## src/rtl/regread_issue_pkg.sv

```systemverilog
// Shared constants for the register-read / issue stage.
// Op field width and the hard-wired zero register index.
package regread_issue_pkg;

  localparam int OP_WIDTH = 6;
  localparam int REG_ZERO = 0;

endpackage

```

## src/rtl/regread_scoreboard.sv

```systemverilog
// Per-register pending-write scoreboard for the issue stage.
// Ports: clr (write-back), kill (flushed op), set (issue), 3 lookups.
module regread_scoreboard
  import regread_issue_pkg::*;
#(
  parameter int ADDR_SIZE = 5
) (
  input  logic                 clk,
  input  logic                 rst_n,
  input  logic                 clr_en,
  input  logic [ADDR_SIZE-1:0] clr_addr,
  input  logic                 kill_en,
  input  logic [ADDR_SIZE-1:0] kill_addr,
  input  logic                 set_en,
  input  logic [ADDR_SIZE-1:0] set_addr,
  input  logic [ADDR_SIZE-1:0] rs1,
  input  logic [ADDR_SIZE-1:0] rs2,
  input  logic [ADDR_SIZE-1:0] rd,
  output logic                 rs1_pend,
  output logic                 rs2_pend,
  output logic                 rd_pend
);

  localparam int NREG = 2 ** ADDR_SIZE;

  logic [NREG-1:0] pend;
  logic [NREG-1:0] pend_nxt;

  // Clears first, then set, so a same-cycle set wins.
  always_comb begin
    pend_nxt = pend;
    if (clr_en) pend_nxt[clr_addr] = 1'b0;
    if (kill_en) pend_nxt[kill_addr] = 1'b0;
    if (set_en) pend_nxt[set_addr] = 1'b1;
    pend_nxt[REG_ZERO] = 1'b0;
  end

  always_ff @(posedge clk or negedge rst_n) begin
    if (!rst_n) pend <= '0;
    else        pend <= pend_nxt;
  end

  assign rs1_pend = pend[rs1];
  assign rs2_pend = pend[rs2];
  assign rd_pend  = pend[rd];

endmodule

```

## src/rtl/regread_issue.sv

```systemverilog
// Register-read / issue stage: hazard check, operand read, out reg.
// Ports: decode side in_*, regfile raddr/rdata, wb_*, flush, exec out_*.
module regread_issue
  import regread_issue_pkg::*;
#(
  parameter int ADDR_SIZE = 5,
  parameter int WORD_SIZE = 32,
  parameter int OP_WIDTH  = regread_issue_pkg::OP_WIDTH
) (
  input  logic                 clk,
  input  logic                 rst_n,
  input  logic                 in_valid,
  output logic                 in_ready,
  input  logic [ADDR_SIZE-1:0] in_rs1,
  input  logic [ADDR_SIZE-1:0] in_rs2,
  input  logic [ADDR_SIZE-1:0] in_rd,
  input  logic                 in_rd_we,
  input  logic [OP_WIDTH-1:0]  in_op,
  input  logic [WORD_SIZE-1:0] in_imm,
  output logic [ADDR_SIZE-1:0] raddr1,
  output logic [ADDR_SIZE-1:0] raddr2,
  input  logic [WORD_SIZE-1:0] rdata1,
  input  logic [WORD_SIZE-1:0] rdata2,
  input  logic                 wb_en,
  input  logic [ADDR_SIZE-1:0] wb_addr,
  input  logic                 flush,
  output logic                 out_valid,
  input  logic                 out_ready,
  output logic [OP_WIDTH-1:0]  out_op,
  output logic [ADDR_SIZE-1:0] out_rd,
  output logic                 out_rd_we,
  output logic [WORD_SIZE-1:0] out_a,
  output logic [WORD_SIZE-1:0] out_b,
  output logic [WORD_SIZE-1:0] out_imm
);

  localparam logic [ADDR_SIZE-1:0] X0 = ADDR_SIZE'(REG_ZERO);

  logic rs1_pend, rs2_pend, rd_pend;
  logic rs1_ok, rs2_ok, rd_ok;
  logic slot_free, issue, hs, kill, set_en;

  assign raddr1 = in_rs1;
  assign raddr2 = in_rs2;

  // Regfile writes at negedge, so a same-cycle write-back is readable.
  assign rs1_ok = (in_rs1 == X0) | ~rs1_pend
                | (wb_en & (wb_addr == in_rs1));
  assign rs2_ok = (in_rs2 == X0) | ~rs2_pend
                | (wb_en & (wb_addr == in_rs2));
  assign rd_ok  = ~in_rd_we | (in_rd == X0) | ~rd_pend;

  assign slot_free = ~out_valid | out_ready;
  assign in_ready  = slot_free & rs1_ok & rs2_ok & rd_ok & ~flush;
  assign issue     = in_valid & in_ready;
  assign hs        = out_valid & out_ready;
  assign set_en    = issue & in_rd_we & (in_rd != X0);

  // A flushed op that execute did not take will never write back.
  assign kill = flush & out_valid & out_rd_we & ~hs;

  regread_scoreboard #(
    .ADDR_SIZE(ADDR_SIZE)
  ) u_sb (
    .clk      (clk),
    .rst_n    (rst_n),
    .clr_en   (wb_en),
    .clr_addr (wb_addr),
    .kill_en  (kill),
    .kill_addr(out_rd),
    .set_en   (set_en),
    .set_addr (in_rd),
    .rs1      (in_rs1),
    .rs2      (in_rs2),
    .rd       (in_rd),
    .rs1_pend (rs1_pend),
    .rs2_pend (rs2_pend),
    .rd_pend  (rd_pend)
  );

  always_ff @(posedge clk or negedge rst_n) begin
    if (!rst_n) begin
      out_valid <= 1'b0;
      out_op    <= '0;
      out_rd    <= '0;
      out_rd_we <= 1'b0;
      out_a     <= '0;
      out_b     <= '0;
      out_imm   <= '0;
    end else if (issue) begin
      out_valid <= 1'b1;
      out_op    <= in_op;
      out_rd    <= in_rd;
      out_rd_we <= in_rd_we;
      out_a     <= (in_rs1 == X0) ? '0 : rdata1;
      out_b     <= (in_rs2 == X0) ? '0 : rdata2;
      out_imm   <= in_imm;
    end else if (flush | out_ready) begin
      out_valid <= 1'b0;
    end
  end

endmodule

```

## config.mk

```make
export PLATFORM = sky130hd
export DESIGN_NAME = regread_issue
export DESIGN_NICKNAME = d
export VERILOG_FILES = /design/src/rtl/regread_issue_pkg.sv /design/src/rtl/regread_scoreboard.sv /design/src/rtl/regread_issue.sv
export SDC_FILE = /design/constraint.sdc
export NUM_CORES = 1
export LEC_CHECK = 0
export CAP_MARGIN = 5
export CORE_AREA = 4 4 127 129
export CTS_BUF_LIST = sky130_fd_sc_hd__clkbuf_2 sky130_fd_sc_hd__clkbuf_4 sky130_fd_sc_hd__clkbuf_8
export CTS_CLUSTER_SIZE = 10
export DETAILED_ROUTE_END_ITERATION = 10
export DIE_AREA = 0 0 131 133
export PLACE_DENSITY = 0.84
export SLEW_MARGIN = 20
export SYNTH_ARGS = -nofsm -noshare
export SYNTH_HDL_FRONTEND = slang
export SYNTH_SLANG_ARGS = --single-unit
```

## constraint.sdc

```tcl
create_clock -name clk -period 5.68 [get_ports clk]
set_clock_uncertainty 0.2 [all_clocks]
set_input_delay 1.136 -clock clk [delete_from_list [all_inputs] [get_ports clk]]
set_output_delay 1.136 -clock clk [all_outputs]
set_load 0.01 [all_outputs]
```

==> flow_metrics.tcl, run 1 <==
set metrics [dict create \
    grt_pass1_vias 6202 \
    synth_seq_area_share 0.4876 \
    ant_nets 0 \
    hold_path_class "reg2reg" \
    htreeDepth 4 \
    die_h_um 133 \
    worstSetupPathType "in2out" \
    clk_latency_ns 0.45 \
    synthArstFlopShare 1.000 \
    clk_pin_slew_ns 0.08 \
    vias_per_cell 5.606 \
    reg2reg_depth 8 \
    cp_max_fo 10 \
    synth.net_count 772 \
    drive_gt1_frac 0.1323 \
    ys_warn_count 0 \
    finalNonFillerCells 1065 \
    rows 45 \
    fmax_mhz 193.8 \
    worstSetupEndpointType "output port" \
    hold_violations 0 \
    power.density_mw_per_mm2 335.4 \
    maxCapViolCount 0 \
    tightest_slew_ns 0.8652 \
    gp_congestion 0.9094 \
    grt_max_degree 96 \
    avgSynthCellArea_um2 11.17 \
    hp-start "out_imm[3]$_DFFE_PN0P_" \
    drc 0 \
    synthFlopType "dfrtp_1" \
    busiest_layer "met2" \
    die_x_um 131 \
    grtUsageMet2 0.4125 \
    vias 5970 \
    routed_wl_um 21850 \
    dr.pass1.iters 5 \
    clk_path_buf_depth 2 \
    period_minus_slack_ns 5.161 \
    netlist_area_mm2 0.007184 \
    hold_end "out_imm[3]$_DFFE_PN0P_" \
    synth-edff-count 0 \
    die_area_mm2 0.01742 \
    hold_buffers 0 \
    fin_nets 993 \
    dpl_cell_area_mm2 0.009706 \
    gr-usage-met3 0.08801 \
    clock-sinks 140 \
    cp-start-kind "input pin" \
    post-cts-setup-buffers 0 \
    wl_per_cell_um 20.51 \
    post-route-util 0.6733 \
    io_buffers 248 \
    rsz0062_at_grt "no" \
    grt_pass1_wl_um 33570 \
    met1_usage 0.3087 \
    status "complete, no violations" \
    timing.final.crit_share 0.9086 \
    gr-total-overflow 0 \
    drt_iter0_drc 499 \
    start_util 0.4779 \
    io_pins 249 \
    drv_slew 0 \
    cp.required_ns 4.34 \
    hold_ws_ns 0.3091 \
    relSlewSlack 0.4232 \
    holdPathStages 1 \
    antenna_cells 0 \
    area_delta_synth_final_pct 40.89 \
    core-area_mm2 0.01503 \
    setup_viol 0 \
    dp.cells 1033 \
    rrSetupSlack_ns 2.29 \
    root_buffer "clkbuf_8" \
    arrival_ns 3.83 \
    r2r-start "u_sb.pend[9]$_DFF_PN0_" \
    cts_tree "done" \
    design_area_mm2 0.01012 \
    ys_ff_latch 140 \
    grtUsageTotal 0.2508 \
    cts_buffers 17 \
    reg2reg_to "out_imm[17]$_DFFE_PN0P_" \
    leakage_nw 4.825 \
    cts_resized 0 \
    antenna_found_initial 0 \
    ir_drop_uv 237.4 \
    dp_hpwl_um 15720 \
    synth_cells 643 \
    yosysUniqueCellTypes 41 \
    setup_tns_ns 0 \
]
cell usage in the layout, fill, tap and decap left out, drive strengths merged, types with 2 or more instances in the layout:
cell	count
nand4	3
nand2	78
nor3	2
buf	13
o221ai	32
mux4	16
o31ai	31
clkbuf	19
a21oi	3
clkinv	7
dfrtp	140
o22ai	2
or3b	8
inv	72
nor2	12
nand3	9
bufinv	2
nand3b	15
xnor2	6
o21ai	6
xor2	4
or3	4
mux2i	80
mux2	47
clkdlybuf4s50	247
nor2b	6
state kept, by name, indices dropped and copies added, names as in the netlist:
| name | count |
|---|---|
| out_imm | 32 |
| out_op | 6 |
| out_rd | 5 |
| out_valid | 1 |
| out_b | 32 |
| u_sb.pend | 31 |
| out_rd_we | 1 |
| out_a | 32 |
area by class of cell:
cell class              count  area [um2]
multi-input cells         377        3126
clock buffers              19       261.5
repair buffers            260        2586
fillers                  1159        4911
clock inverters            13       155.1
flip-flops and latches    140        3503
well taps                 188       235.2
inverters                  68       255.2
worst max-delay path by stage:
| stage | start | to | depth (start not counted) |
|---|---|---|---|
| after floorplan | in_rd[1] | in_ready | 7 |
| after global placement | in_rd[0] | in_ready | 8 |
| after detailed placement | in_rs1[0] | in_ready | 7 |
| after CTS | in_rd[0] | in_ready | 8 |
| after global routing | in_rd[0] | in_ready | 8 |
| final | in_rd[0] | in_ready | 8 |
worst max-delay path, stage by stage:
cell             delay (ns)
clkdlybuf4s50_1        0.77
mux4_2                 0.55
nor2b_1                0.14
a41oi_1                0.15
nand4_1                0.12
a32o_1                 0.27
nor2_1                 0.10
clkdlybuf4s50_1        0.58
metrics by stage:
stage	power (mW)	worst slack [ns]
global placement	2.542	0.5142
global route	3.566	0.3418
CTS	3.427	0.4997
finish	3.395	0.5189
detailed placement	2.574	0.5010
floorplan	1.861	1.641
metal layers:
metal  vias up  wire length, um
li1       2703                -
met1      2912             8450
met2       313            10790
met3        42             2136
met4         0              466
met5         -                0
power breakdown:
part	switching (mW)	total (mW)	leakage, nW	internal, mW
clock network	0.418	0.841	0.213	0.424
logic	0.477	1.15	2.91	0.674
registers	0.166	1.40	1.70	1.24
total	1.06	3.40	4.83	2.33
logic make-up after synthesis:
group                  after synthesis  synth area share
XOR/XNOR                            10           0.01219
AO/OA/AOI/OAI                       81           0.08778
AND/OR/NAND/NOR                    143           0.09736
flip-flops                         140            0.4876
multiplexers                       143            0.2374
buffers and inverters              126           0.07767
cells in the mapped netlist (2+ instances only):
cell type,n,area [um2]
dfrtp_1,140,3503
mux2i_1,80,800.8
nand2_1,78,292.8
inv_1,68,255.2
mux2_2,43,484.2
o221ai_1,32,280.3
o31ai_1,31,232.7
clkbuf_1,25,93.84
mux4_2,16,360.4
nand3b_1,15,112.6
buf_2,14,70.07
buf_4,14,105.1
nor2_1,12,45.04
nand3_1,9,45.04
or3b_2,7,61.31
nor2b_1,6,37.54
o21ai_0,6,30.03
xnor2_1,6,52.55
mux2_4,4,60.06
or3_1,4,25.02
xor2_1,4,35.03
a21oi_1,3,15.01
buf_1,3,11.26
nand4_1,3,18.77
buf_6,2,22.52
nor3_1,2,10.01
o22ai_1,2,12.51
Power figures use the tool's default switching activity.
==> run 2, diff against run 1 <==
--- a/config.mk
+++ b/config.mk
@@ -5,13 +5,14 @@
 export SDC_FILE = /design/constraint.sdc
 export NUM_CORES = 1
 export LEC_CHECK = 0
+export ABC_AREA = 1
 export CAP_MARGIN = 5
-export CORE_AREA = 4 4 127 129
+export CORE_AREA = 4 4 132 134
 export CTS_BUF_LIST = sky130_fd_sc_hd__clkbuf_2 sky130_fd_sc_hd__clkbuf_4 sky130_fd_sc_hd__clkbuf_8
 export CTS_CLUSTER_SIZE = 10
 export DETAILED_ROUTE_END_ITERATION = 10
-export DIE_AREA = 0 0 131 133
-export PLACE_DENSITY = 0.84
+export DIE_AREA = 0 0 136 138
+export PLACE_DENSITY = 0.83
 export SLEW_MARGIN = 20
 export SYNTH_ARGS = -nofsm -noshare
 export SYNTH_HDL_FRONTEND = slang
==> run 2 against run 1 <==
  * Clock-buffer cell count is 1 higher
  * Fmax grew 4.9%
  * Sequential share of layout area down 2.2 points
  * Global-route usage increased by 4.5 points
  * Worst setup slack improved by 0.24 ns
  * Power up 5.5%
  * Design area up 6.8%
  * Non-clock buffer count increased by 2
  * Final cell count grew 44%
  * Critical path depth grew 1
  * Area after synthesis rose by 9.8%
  * Critical path type unchanged
  * Critical endpoint unchanged
==> flow_metrics.tcl, run 2 <==
set metrics [dict create \
    status "complete, no violations" \
    synth_seq_area_share 0.4440 \
    dpl_cell_area_mm2 0.01037 \
    reg2reg_depth 12 \
    gr-total-overflow 0 \
    multi_input_area_mm2 0.003710 \
    yosys-top-cells-area "dfrtp_1 (44%), nand2_1 (22%), nand3b_1 (6.1%), nand3_1 (5.6%), o221ai_1 (3.2%)" \
    drive_gt1_frac 0.04580 \
    startpoint "in_rd[1]" \
    top_regs "out_a (32), out_b (32), out_imm (32)" \
    die_h_um 138 \
    cpPeakStageDelay_ns 0.67 \
    setup_viol 0 \
    arrival_ns 3.58 \
    grt_pass1_vias 8133 \
    period_minus_slack_ns 4.918 \
    clk_latency_ns 0.45 \
    hold_path_class "reg2reg" \
    relSlewSlack 0.3673 \
    rsz0062_at_grt "no" \
    cp-start-kind "input pin" \
    routed_wl_um 27360 \
    gp_congestion 1.013 \
    hold_buffers 0 \
    wl_per_cell_um 17.88 \
    worst-path-stages 9 \
    antenna_cells 0 \
    dr.pass1.iters 7 \
    p_total_mw 3.582 \
    maxCapViolCount 0 \
    cp_top_family "buffers and inverters" \
    yosysMostFrequentCell "nand2_1" \
    core-area_mm2 0.01629 \
    synth_cells 1091 \
    dp.cells 1498 \
    synth-edff-count 0 \
    power_frac_clock 0.257 \
    area_delta_synth_final_pct 37.06 \
    crit_slowest_cell "clkdlybuf4s50_1" \
    ys_ff_latch 140 \
    rows 47 \
    tightest_slew_ns 0.9491 \
    cp_max_fo 14 \
    rrSetupSlack_ns 2.44 \
    regArea_mm2 0.003503 \
    netlist_area_mm2 0.007890 \
    fin_nets 1426 \
    drv_slew 0 \
    htreeDepth 4 \
    fmax_mhz 203.3 \
    ir_drop_uv 201.5 \
    avgSynthCellArea_um2 7.232 \
    synth_top_area_cell "dfrtp_1" \
    p_sw_mw 1.199 \
    io_buffers 248 \
    design_area_mm2 0.01081 \
    drc 0 \
    cp-endpoint "in_ready" \
    reg2reg_to "out_a[6]$_DFFE_PN0P_" \
    synth_commonest_cells "nand2_1 (456), dfrtp_1 (140), nand3_1 (88)" \
    root_buffer "clkbuf_8" \
    hold_ws_ns 0.2703 \
    dp_hpwl_um 19550 \
    start_util 0.4844 \
    grt_pass1_wl_um 44040 \
    hold_violations 0 \
    yosysUniqueCellTypes 27 \
    vias_per_cell 5.450 \
    ys_warn_count 0 \
    cp.required_ns 4.34 \
    setup_tns_ns 0 \
    combPwrFrac 0.347 \
    leakage_nw 5.321 \
    timing.final.crit_share 0.8658 \
    r2r-start "u_sb.pend[20]$_DFF_PN0_" \
    netSwitchingFraction 0.3346 \
    worstSetupPathType "in2out" \
    synthArstFlopShare 1.000 \
    cell_internal_pwr_mw 2.384 \
    cp_cell_sequence "clkdlybuf4s50_1, inv_2, nand2_2, o21ai_0, inv_2, nand2_1, nand3_1, nor2_4, clkdlybuf4s50_1" \
    vias 8338 \
    cts_tree "done" \
    synthFlopType "dfrtp_1" \
    die_area_mm2 0.01877 \
    ant_nets 0 \
    worstSetupEndpointType "output port" \
    yosysTopAreaCellShare 0.4440 \
    finalNonFillerCells 1530 \
    grt_max_degree 106 \
    grtUsageTotal 0.2959 \
    seq_power_share 0.395 \
    cp_num_buf_inv 4 \
    cts_resized 0 \
    post-cts-setup-buffers 0 \
    power.density_mw_per_mm2 331.3 \
    drt_iter0_drc 822 \
    antenna_found_initial 0 \
    clk_pin_slew_ns 0.08 \
    fillers 1433 \
    clk_path_buf_depth 2 \
    cts_buffers 17 \
    layout_common_cells "nand2_1 (456), clkdlybuf4s50_1 (246), dfrtp_1 (140)" \
    clock-sinks 140 \
    die_x_um 136 \
    synth.net_count 1220 \
    io_pins 249 \
    layout_commonest_cell "nand2_1" \
]
==> run 2: cell types whose count changed in the layout (fill, tap and decap cells not counted), moves of 31 or more <==
| cell | before | now |
|---|---|---|
| nor2_1 | 12 | 67 |
| nand2_1 | 78 | 456 |
| mux2_2 | 43 | 0 |
| mux2i_1 | 80 | 0 |
| nand3b_1 | 15 | 64 |
| nand3_1 | 9 | 88 |
| o31ai_1 | 31 | 0 |
==> run 2: worst min path at each step <==
stage | from | slack, ns | end | cells after the start
2_1_floorplan | out_a[31]$_DFFE_PN0P_ | 0.31 | out_a[31]$_DFFE_PN0P_ | 2
3_3_place_gp | out_b[6]$_DFFE_PN0P_ | 0.25 | out_b[6]$_DFFE_PN0P_ | 2
3_5_place_dp | out_b[22]$_DFFE_PN0P_ | 0.26 | out_b[22]$_DFFE_PN0P_ | 2
4_1_cts | out_b[22]$_DFFE_PN0P_ | 0.28 | out_b[22]$_DFFE_PN0P_ | 2
5_1_grt | out_imm[25]$_DFFE_PN0P_ | 0.29 | out_imm[25]$_DFFE_PN0P_ | 2
6_report | out_imm[25]$_DFFE_PN0P_ | 0.27 | out_imm[25]$_DFFE_PN0P_ | 2
==> run 2: power groups by stage <==
| stage | combinational, mW | sequential (mW) | clock, mW |
|---|---|---|---|
| 2_1_floorplan | 0.391 | 1.52 | 0 |
| 3_3_place_gp | 1.24 | 1.42 | 0 |
| 3_5_place_dp | 1.25 | 1.42 | 0 |
| 4_1_cts | 1.26 | 1.41 | 0.941 |
| 5_1_grt | 1.36 | 1.45 | 0.986 |
| 6_report | 1.24 | 1.42 | 0.921 |
==> run 2: logic make-up (layout without fill, tap and decap cells) <==
group / count (synthesis) / after routing / share of synthesized area
buf+inv: 149 / 368 / 0.08579
flops: 140 / 140 / 0.4440
compound gates: 65 / 65 / 0.05820
simple gates: 737 / 737 / 0.4120
==> run 2: per-layer routing <==
| metal | vias to the layer above | track usage | share of wire |
|---|---|---|---|
| li1 | 3954 | - | - |
| met1 | 3860 | 0.3830 | 0.39 |
| met2 | 438 | 0.4592 | 0.47 |
| met3 | 86 | 0.08866 | 0.099 |
| met4 | 0 | 0.1300 | 0.041 |
| met5 | - | 0 | 0 |
==> run 2: cell type report <==
class,instances,area share
multi-input cells,802,0.3431
flip-flops and latches,140,0.3240
repair buffers,262,0.2403
inverters,74,0.02592
well taps,220,0.02545
clock buffers,20,0.02430
clock inverters,12,0.01701
==> run 2: worst register-to-register path, cell delays in order (launching register included) <==
cell and delay (ns):
dfrtp_1 0.44, or2_0 0.24, nand3_1 0.07, nand3_1 0.07, nand2_1 0.08, nand3_1 0.06, nand3_1 0.12, nand3_1 0.18
nor2_4 0.13, buf_4 0.63, buf_4 0.66, nand3b_1 0.18, nand2_1 0.11
==> run 2: through the flow <==
step,util,worst slack [ns]
after floorplan,-,1.846
after global placement,0.6365,0.7733
after detailed placement,0.6365,0.7738
after CTS,0.6639,0.7696
after global routing,0.6639,0.6014
final,0.6639,0.7621
